$ cat src/rtl/keypad_time_decoder.sv
// Keypad-to-cook-time decoder: shifts BCD digits into MM:SS and runs the microwave countdown FSM.
// Optional build macro DONE_BEEP_EN adds a beep output that follows each completed countdown.
module keypad_time_decoder #(
    parameter int TICK_DIV = 7
) (
    input  logic       clk,
    input  logic       clear_n,
    input  logic       key_valid,
    input  logic [3:0] key_code,
    output logic [3:0] min_tens,
    output logic [3:0] min_ones,
    output logic [3:0] sec_tens,
    output logic [3:0] sec_ones,
    output logic       running,
    output logic       done,
    output logic       key_err,
    output logic [1:0] dbg_state_o
`ifdef DONE_BEEP_EN
    ,
    output logic       beep
`endif
);

    localparam int PW = (TICK_DIV > 1) ? $clog2(TICK_DIV) : 1;
    localparam logic [PW-1:0] TICK_LAST = PW'(TICK_DIV - 1);

    typedef enum logic [1:0] {
        S_IDLE  = 2'd0,
        S_ENTRY = 2'd1,
        S_RUN   = 2'd2,
        S_PAUSE = 2'd3
    } state_t;

    state_t        state_q, state_d;
    logic [3:0]    mt_q, mt_d, mo_q, mo_d, st_q, st_d, so_q, so_d;
    logic [PW-1:0] presc_q, presc_d;
    logic          done_q, done_d;
    logic          err_q, err_d;

    logic       is_digit, is_start, is_stop, is_bad;
    logic       tick, time_zero, dec_zero;
    logic [3:0] dmt, dmo, dst, dso;

    assign is_digit  = key_valid && (key_code <= 4'd9);
    assign is_start  = key_valid && (key_code == 4'hA);
    assign is_stop   = key_valid && (key_code == 4'hB);
    assign is_bad    = key_valid && (key_code >= 4'hC);
    assign tick      = (state_q == S_RUN) && (presc_q == TICK_LAST);
    assign time_zero = ({mt_q, mo_q, st_q, so_q} == 16'h0000);
    assign dec_zero  = ({dmt, dmo, dst, dso} == 16'h0000);

    // One-second BCD decrement; seconds above 59 simply count down through their own value.
    always_comb begin
        dmt = mt_q;
        dmo = mo_q;
        dst = st_q;
        dso = so_q;
        if (so_q != 4'd0) begin
            dso = so_q - 4'd1;
        end else if (st_q != 4'd0) begin
            dst = st_q - 4'd1;
            dso = 4'd9;
        end else begin
            dst = 4'd5;
            dso = 4'd9;
            if (mo_q != 4'd0) begin
                dmo = mo_q - 4'd1;
            end else begin
                dmo = 4'd9;
                dmt = mt_q - 4'd1;
            end
        end
    end

    always_comb begin
        state_d = state_q;
        mt_d    = mt_q;
        mo_d    = mo_q;
        st_d    = st_q;
        so_d    = so_q;
        presc_d = presc_q;
        done_d  = 1'b0;
        err_d   = is_bad;

        // A STOP in RUN freezes the prescaler, so a suppressed tick is retried after resume.
        if (state_q == S_RUN && !is_stop) begin
            presc_d = tick ? '0 : presc_q + PW'(1);
        end

        case (state_q)
            S_IDLE, S_ENTRY: begin
                if (is_digit) begin
                    mt_d    = mo_q;
                    mo_d    = st_q;
                    st_d    = so_q;
                    so_d    = key_code;
                    state_d = S_ENTRY;
                end else if (is_start) begin
                    if (state_q == S_IDLE || time_zero) begin
                        err_d = 1'b1;
                    end else begin
                        state_d = S_RUN;
                        presc_d = '0;
                    end
                end else if (is_stop && state_q == S_ENTRY) begin
                    mt_d    = 4'd0;
                    mo_d    = 4'd0;
                    st_d    = 4'd0;
                    so_d    = 4'd0;
                    state_d = S_IDLE;
                end
            end
            S_RUN: begin
                if (is_stop) begin
                    state_d = S_PAUSE;
                end else if (tick) begin
                    mt_d = dmt;
                    mo_d = dmo;
                    st_d = dst;
                    so_d = dso;
                    if (dec_zero) begin
                        done_d  = 1'b1;
                        state_d = S_IDLE;
                    end
                end
            end
            S_PAUSE: begin
                if (is_start) begin
                    state_d = S_RUN;
                end else if (is_stop) begin
                    mt_d    = 4'd0;
                    mo_d    = 4'd0;
                    st_d    = 4'd0;
                    so_d    = 4'd0;
                    state_d = S_IDLE;
                end
            end
            default: state_d = S_IDLE;
        endcase
    end

    always_ff @(posedge clk) begin
        if (!clear_n) begin
            state_q <= S_IDLE;
            mt_q    <= 4'd0;
            mo_q    <= 4'd0;
            st_q    <= 4'd0;
            so_q    <= 4'd0;
            presc_q <= '0;
            done_q  <= 1'b0;
            err_q   <= 1'b0;
        end else begin
            state_q <= state_d;
            mt_q    <= mt_d;
            mo_q    <= mo_d;
            st_q    <= st_d;
            so_q    <= so_d;
            presc_q <= presc_d;
            done_q  <= done_d;
            err_q   <= err_d;
        end
    end

    assign min_tens    = mt_q;
    assign min_ones    = mo_q;
    assign sec_tens    = st_q;
    assign sec_ones    = so_q;
    assign running     = (state_q == S_RUN);
    assign done        = done_q;
    assign key_err     = err_q;
    assign dbg_state_o = state_q;

`ifdef DONE_BEEP_EN
    localparam int BEEP_LEN = 3 * TICK_DIV;
    localparam int BW       = $clog2(BEEP_LEN);

    logic          beep_q, beep_d;
    logic [BW-1:0] bcnt_q, bcnt_d;

    // Counter holds the number of beep cycles still owed after the current one.
    always_comb begin
        beep_d = beep_q;
        bcnt_d = bcnt_q;
        if (done_d) begin
            beep_d = 1'b1;
            bcnt_d = BW'(BEEP_LEN - 1);
        end else if (beep_q) begin
            if (key_valid || bcnt_q == '0) begin
                beep_d = 1'b0;
            end else begin
                bcnt_d = bcnt_q - BW'(1);
            end
        end
    end

    always_ff @(posedge clk) begin
        if (!clear_n) begin
            beep_q <= 1'b0;
            bcnt_q <= '0;
        end else begin
            beep_q <= beep_d;
            bcnt_q <= bcnt_d;
        end
    end

    assign beep = beep_q;
`endif

endmodule
$ cat config.mk
export PLATFORM = sky130hd
export DESIGN_NAME = keypad_time_decoder
export DESIGN_NICKNAME = d
export VERILOG_FILES = /design/src/rtl/keypad_time_decoder.sv
export SDC_FILE = /design/constraint.sdc
export NUM_CORES = 1
export LEC_CHECK = 0
export ABC_AREA = 1
export BUFFER_PORTS_ARGS = -buffer_cell sky130_fd_sc_hd__buf_2
export CORE_UTILIZATION = 40
export DETAILED_ROUTE_END_ITERATION = 16
export PLACE_DENSITY = 0.73
export SLEW_MARGIN = 40
export SYNTH_ARGS = -nofsm -noshare
export SYNTH_HDL_FRONTEND = slang
export SYNTH_SLANG_ARGS = --single-unit
export TNS_END_PERCENT = 5
$ cat constraint.sdc
create_clock -name clk -period 1.5 [get_ports clk]
set_input_delay 0.3 -clock clk [delete_from_list [all_inputs] [get_ports clk]]
set_output_delay 0.3 -clock clk [all_outputs]
set_load 0.005 [all_outputs]
# --- After elaboration in Yosys (flattened, before gate mapping) ---
# Index checks and enable logic that the tools add are counted.
classes:
  n_bitwise: 3
  order_cmp: 2
  add_sub_neg: 5
  reduce_logical: 19
  mux: 50
  eq_ne: 17
op_table:
  columns: ["operator", "count"]
  rows:
  - ["two-way mux 4 bit", 25]
  - ["one-hot mux 4 bit (3 select lines)", 4]
  - ["logical NOT 16 bit", 2]
  - ["two-way mux 2 bit", 9]
  - ["two-way mux 3 bit", 6]
  - ["subtractor 4 x 1 -> 4 bit, second input constant", 4]
  - ["nonzero test 4 bit", 3]
  - ["!= test 3 bit, second input constant", 3]
  - ["equality test 4 bit, second input constant", 2]
  - ["!= test 4 bit, second input constant", 2]
  - ["logical AND 1 bit", 7]
  - ["!= test 2 bit, second input constant", 3]
  - ["!= test 3 x 1 -> 1 bit, second input constant", 2]
  - ["one-hot mux 2 bit (3 select lines)", 1]
  - ["AND reduction 6 bit", 1]
  - ["two-way mux 1 bit", 5]
  - ["AND reduction 5 bit", 1]
  - ["equality test 2 bit, second input constant", 2]
  - ["greater-or-equal comparator 4 bit, second input constant", 1]
  - ["<= comparator 4 bit, second input constant", 1]
  - ["OR reduction 4 bit", 1]
  - ["adder 3 x 1 -> 3 bit, second input constant", 1]
  - ["equality test 3 bit, second input constant", 1]
  - ["inverter 1 bit", 3]
  - ["other kinds (6)", 6]
totals:
  regBits: 23
  out_inout_bits: 21

# --- Logic depth before layout (Yosys ltp) ---
depth:
  depth_word: 9
  depth_mapped: 15
  ltp_nobuf: 14

# --- Least setup slack after synthesis ---
# Ideal clock, no wire load.
synth_timing:
  path_type: "flip-flop to flip-flop"
  startpoint: "register so_q[0], in the netlist sec_ones[0]"
  endpoint: "register state_q[1], in the netlist dbg_state_o[1]"
  setup_slack_ns: -0.136
  t_arrival_ns: 1.521
  stages_incl_launch_ff: 16
  setup_ns: 0.115
  path_buffers: 1
  path_cell_list: "dfxtp_1 buf_6 nor2_4 nand2_4 nor2_8 nand2_4 clkinv_2 nand2_1 nand2_1 nand2_1 nor2_1 nand2_1 nand2_2 nand3_1 nand2_1 nor2_1"
synth_between:
  elab_chain_cells: 5
  elab_cells_between_ends: 12
synth_lines:
  columns: ["element", "line_no", "text"]
  rows:
  - ["start, declared", "35", "logic [3:0] mt_q, mt_d, mo_q, mo_d, st_q, st_d, so_q, so_d;"]
  - ["start signal, assigned", "148", "so_q <= 4'd0;"]
  - ["start signal, assigned", "157", "so_q <= so_d;"]
  - ["subtractor 4 x 1 -> 4 bit / nonzero test 4 bit (equally long branches)", "59, 58", null]
  - ["two-way mux 4 bit", "58", "if (so_q != 4'd0) begin"]
  - ["logical NOT 16 bit", "50", "assign dec_zero = ({dmt, dmo, dst, dso} == 16'h0000);"]
  - ["!= test 3 x 1 -> 1 bit (no source line)", null, null]
  - ["AND reduction 5 bit (no source line) *", null, null]
  - ["end signal, assigned", "153", "state_q <= state_d;"]
  - ["end, declared", "34", "state_t state_q, state_d;"]
# Mark *: on every way between the ends. The rest lies on a longest branch, timed or not.
# A chain may end at the register's enable or synchronous reset.

# --- Final worst setup path ---
layout_timing:
  startpoint: "register so_q[3], in the netlist sec_ones[3]"
  endpoint: "register state_q[0], in the netlist dbg_state_o[0]"
# The elaborated chain is that of the path after synthesis.

==> run_results.csv <==
group,metric,value,unit
place,place_congestion,0.950,
final_layout,post_layout_nonfiller_instances,353,
timing,fmax,0.585,GHz
power,power_density,2620,mW/mm^2
grt,grt_max_degree,19,
synthesis,synthesized_flop_and_latch_total,23,
final_layout,final_layout_size_suffix_gt1_frac,0.397,
clock_network,tritoncts,"yes",
synthesis,count_of_flip_flops_with_a_built_in_enable_after_synthesis,0,
synthesis,dominant_combinational_cell_family_by_area_after_synthesis,"simple AND/OR/NAND/NOR gates",
route,first_iter_violations,91,
power,vdd.ir_drop.worst,0.00138,V
place,io_buffer_count,27,
route,route.layer.met1.wl,2.09,mm
synthesis,share_of_yosys_cell_area_claimed_by_the_top_area_cell_type,0.302,
timing,setup_violations,7,
synthesis,post_synth_num_cell_types,30,
die,fp.dieW,63.8,um
setup_path,critical_path.max_fanout,4,
final_layout,layout_commonest_cell,"buf_4",
die,dieArea,0.00406,sq mm
grt,grt_pass1_wl,7.20,mm
route,post_drt_wl_per_cell,13.1,um
route,detail-route-antenna-nets,0,
route,met2WireLength,2.17,mm
setup_path,crit_path_start_kind,"register",
clock_network,clock_root_buffer,"clkbuf_8",
route,highest-signal-layer,"met4",
timing,final-hold-violation-count,0,
timing,finalCritPeriodShare,1.14,
synthesis,synthesis.area_per_instance,6.63,sq um
grt,grt_antenna_before_repair,0,
clock_network,clockBufferDepth,2,
synthesis,synth-simple-area-share,0.308,
synthesis,share_of_synthesized_cell_area_in_full_adder_half_adder_and_majority_cells,0.0328,
route,detailed_route_wire_length,4.61,mm
timing,final_critical_path_setup_slack,-0.208,ns
grt,number_of_global_route_vias_before_repair,1617,
die,floorplan.initialDensity,0.417,
synthesis,yosysTopAreaCell,"dfxtp_1",
timing,final.min_clock_period,1.71,ns
run,max_cap_viol_count,0,
die,design.core.area,0.00366,sq mm
clock_network,cts.reportedPaths.clkPinSlew,0.09,ns
place,placedCellCount,344,
synthesis,syn_area,0.00153,sq mm
final_layout,finish.net_count,317,
route,routed_via_density,5.23,
status,status,"finished with violations",
synthesis,async_reset_ff_frac,0,
grt,overflow,0,
synthesis,yosysWarnings,0,
setup_path,critPathArrivalTime,1.88,ns
clock_network,cts-buffers-inserted,3,
synthesis,synth_compound_area_frac,0.242,
synthesis,synth_area_leaders,"dfxtp_1 (30%), nand2_1 (10%), o21ai_0 (8.5%)",
power,power,0.00586,W
setup_path,critical_path_class,"reg2reg",
die,row_count,22,
clock_network,number_of_clock_sinks_seen_by_cts,23,
route,route.detailed.drc,0,
timing,setup_repair_after_global_routing_missed_its_margin,"yes",
timing,timing_max_transition_violations_final,0,
synthesis,synthCells,230,
hold_path,min-delay-path-class,"in2reg",
final_layout,most_frequent_cells_in_the_layout,"buf_4 (46), nand2_1 (37), inv_1 (31), buf_2 (27), o21ai_0 (20)",
clock_network,cts_hold_buffers,0,
grt,globalRouteTotalUtil,0.225,
timing,skew,0.00467,ns
clock_network,clkLatencyLatePin,0.27,ns
route,num_vias,1847,
setup_path,worst_ep_required_time,1.67,ns
final_layout,diodes,0,
synthesis,synthesis.nets,241,
final_layout,area_delta_synth_final,46.5,%
synthesis,synth.yosys.seq_area_share,0.302,
route,dr_wl_met3,283,um
clock_network,cts_max_level,1,
synthesis,yosys.area_share.xor_xnor,0.0115,
timing,max_slew_margin,0.808,
power,power.static_leakage,1.08,nW
setup_path,setup.worst_path.end_class,"register",
place,place_hpwl,3.30,mm
die,chipHeight,63.8,um
synthesis,post_synth_mux_area_share,0,
timing,timing_worst_slew_pin_value,0.288,ns
status,violated_checks,"negative setup slack",
die,top_level_ports,28,
route,detail_route.first_pass.iterations,4,
synthesis,dominantRegCellSynth,"dfxtp_1",
## final cells by class
cell class              count  area (sq um)
well taps                  48          60.1
flip-flops and latches     23           468
clock buffers               4          45.0
repair buffers             77           526
fillers                   328          1430
multi-input cells         168          1010
inverters                  33           130
## layer usage
metal	global-route usage	vias up
met5	0	-
met1	0.300	865
met2	0.364	58
li1	-	918
met4	0.0795	0
met3	0.0357	6
## power by group
group	switching, W	internal [W]	total, W	leakage, nW
logic	0.00238	0.00200	0.00439	0.871
clock network	0.000214	0.000190	0.000404	0.0228
registers	0.000205	0.000869	0.00107	0.191
total	0.00280	0.00306	0.00586	1.08
## Yosys cell counts (all sizes together), types with 2 or more instances
library cell and n:
xor2 2, a21oi 23, nand4 5, o22ai 4
nand3 8, nor3 2, buf 4, clkbuf 2
nand2 47, o21ai 26, a32o 2, a22oi 5
dfxtp 23, nor2 30, a31oi 3, inv 32
ha 4, nand3b 2, a211oi 2
## path summary, 6_finish.rpt
| kind | startpoint | end | slack (ns) | depth (start not counted) |
|---|---|---|---|---|
| worst max-delay path | sec_ones[3]$_SDFFE_PN0P_ | dbg_state_o[0]$_SDFFE_PN0P_ | -0.21 | 13 |
| worst min-delay path | key_valid | key_err$_SDFF_PN0_ | 0.31 | 3 |
| worst max register to register | sec_ones[3]$_SDFFE_PN0P_ | dbg_state_o[0]$_SDFFE_PN0P_ | -0.21 | 13 |
| worst min register to register | presc_q[1]$_SDFF_PN0_ | presc_q[1]$_SDFF_PN0_ | 0.49 | 2 |
## logic make-up after synthesis
| kind of cell | count (synthesis) |
|---|---|
| XOR/XNOR | 2 |
| buffers and inverters | 39 |
| flip-flops | 23 |
| adder cells (fa/ha/maj) | 4 |
| AND/OR/NAND/NOR | 96 |
| AO/OA/AOI/OAI | 66 |
## registers in the layout, indices dropped and copies added (netlist names)
register     flops
dbg_state_o      2
done             1
key_err          1
min_ones         4
min_tens         4
presc_q          3
sec_ones         4
sec_tens         4
## what timing repair did
item                       4_1_cts  5_1_grt
gates resized for setup         11       32
pin swaps                        1       12
buffers inserted                 0        6
setup endpoints to repair       12       23
## through the flow
stage | cell area [sq um] | hold slack, ns | setup TNS, ns | setup slack [ns] | util
final | 2230 | 0.312 | -0.689 | -0.208 | 0.610
after global routing | 2230 | 0.354 | -1.79 | -0.323 | 0.610
after detailed placement | 2030 | 0.485 | -1.77 | -0.208 | 0.554
after CTS | 2100 | 0.312 | -0.374 | -0.139 | 0.574
after floorplan | 1530 | 0.438 | -0.180 | -0.0899 | -
after global placement | 2030 | 0.456 | -1.10 | -0.144 | 0.554
## critical path: stages, from the launching register on
cell	delay [ns]
dfxtp_2	0.35
nor2_4	0.16
nand2_4	0.10
nor2_8	0.17
buf_4	0.14
nand3_1	0.11
nand2_1	0.08
nor2_1	0.04
nand2_1	0.07
nor2_2	0.04
nand2_2	0.09
nand2_4	0.07
a21oi_1	0.13
nor2_1	0.06
Note: power is estimated with default switching activity, not from simulation.
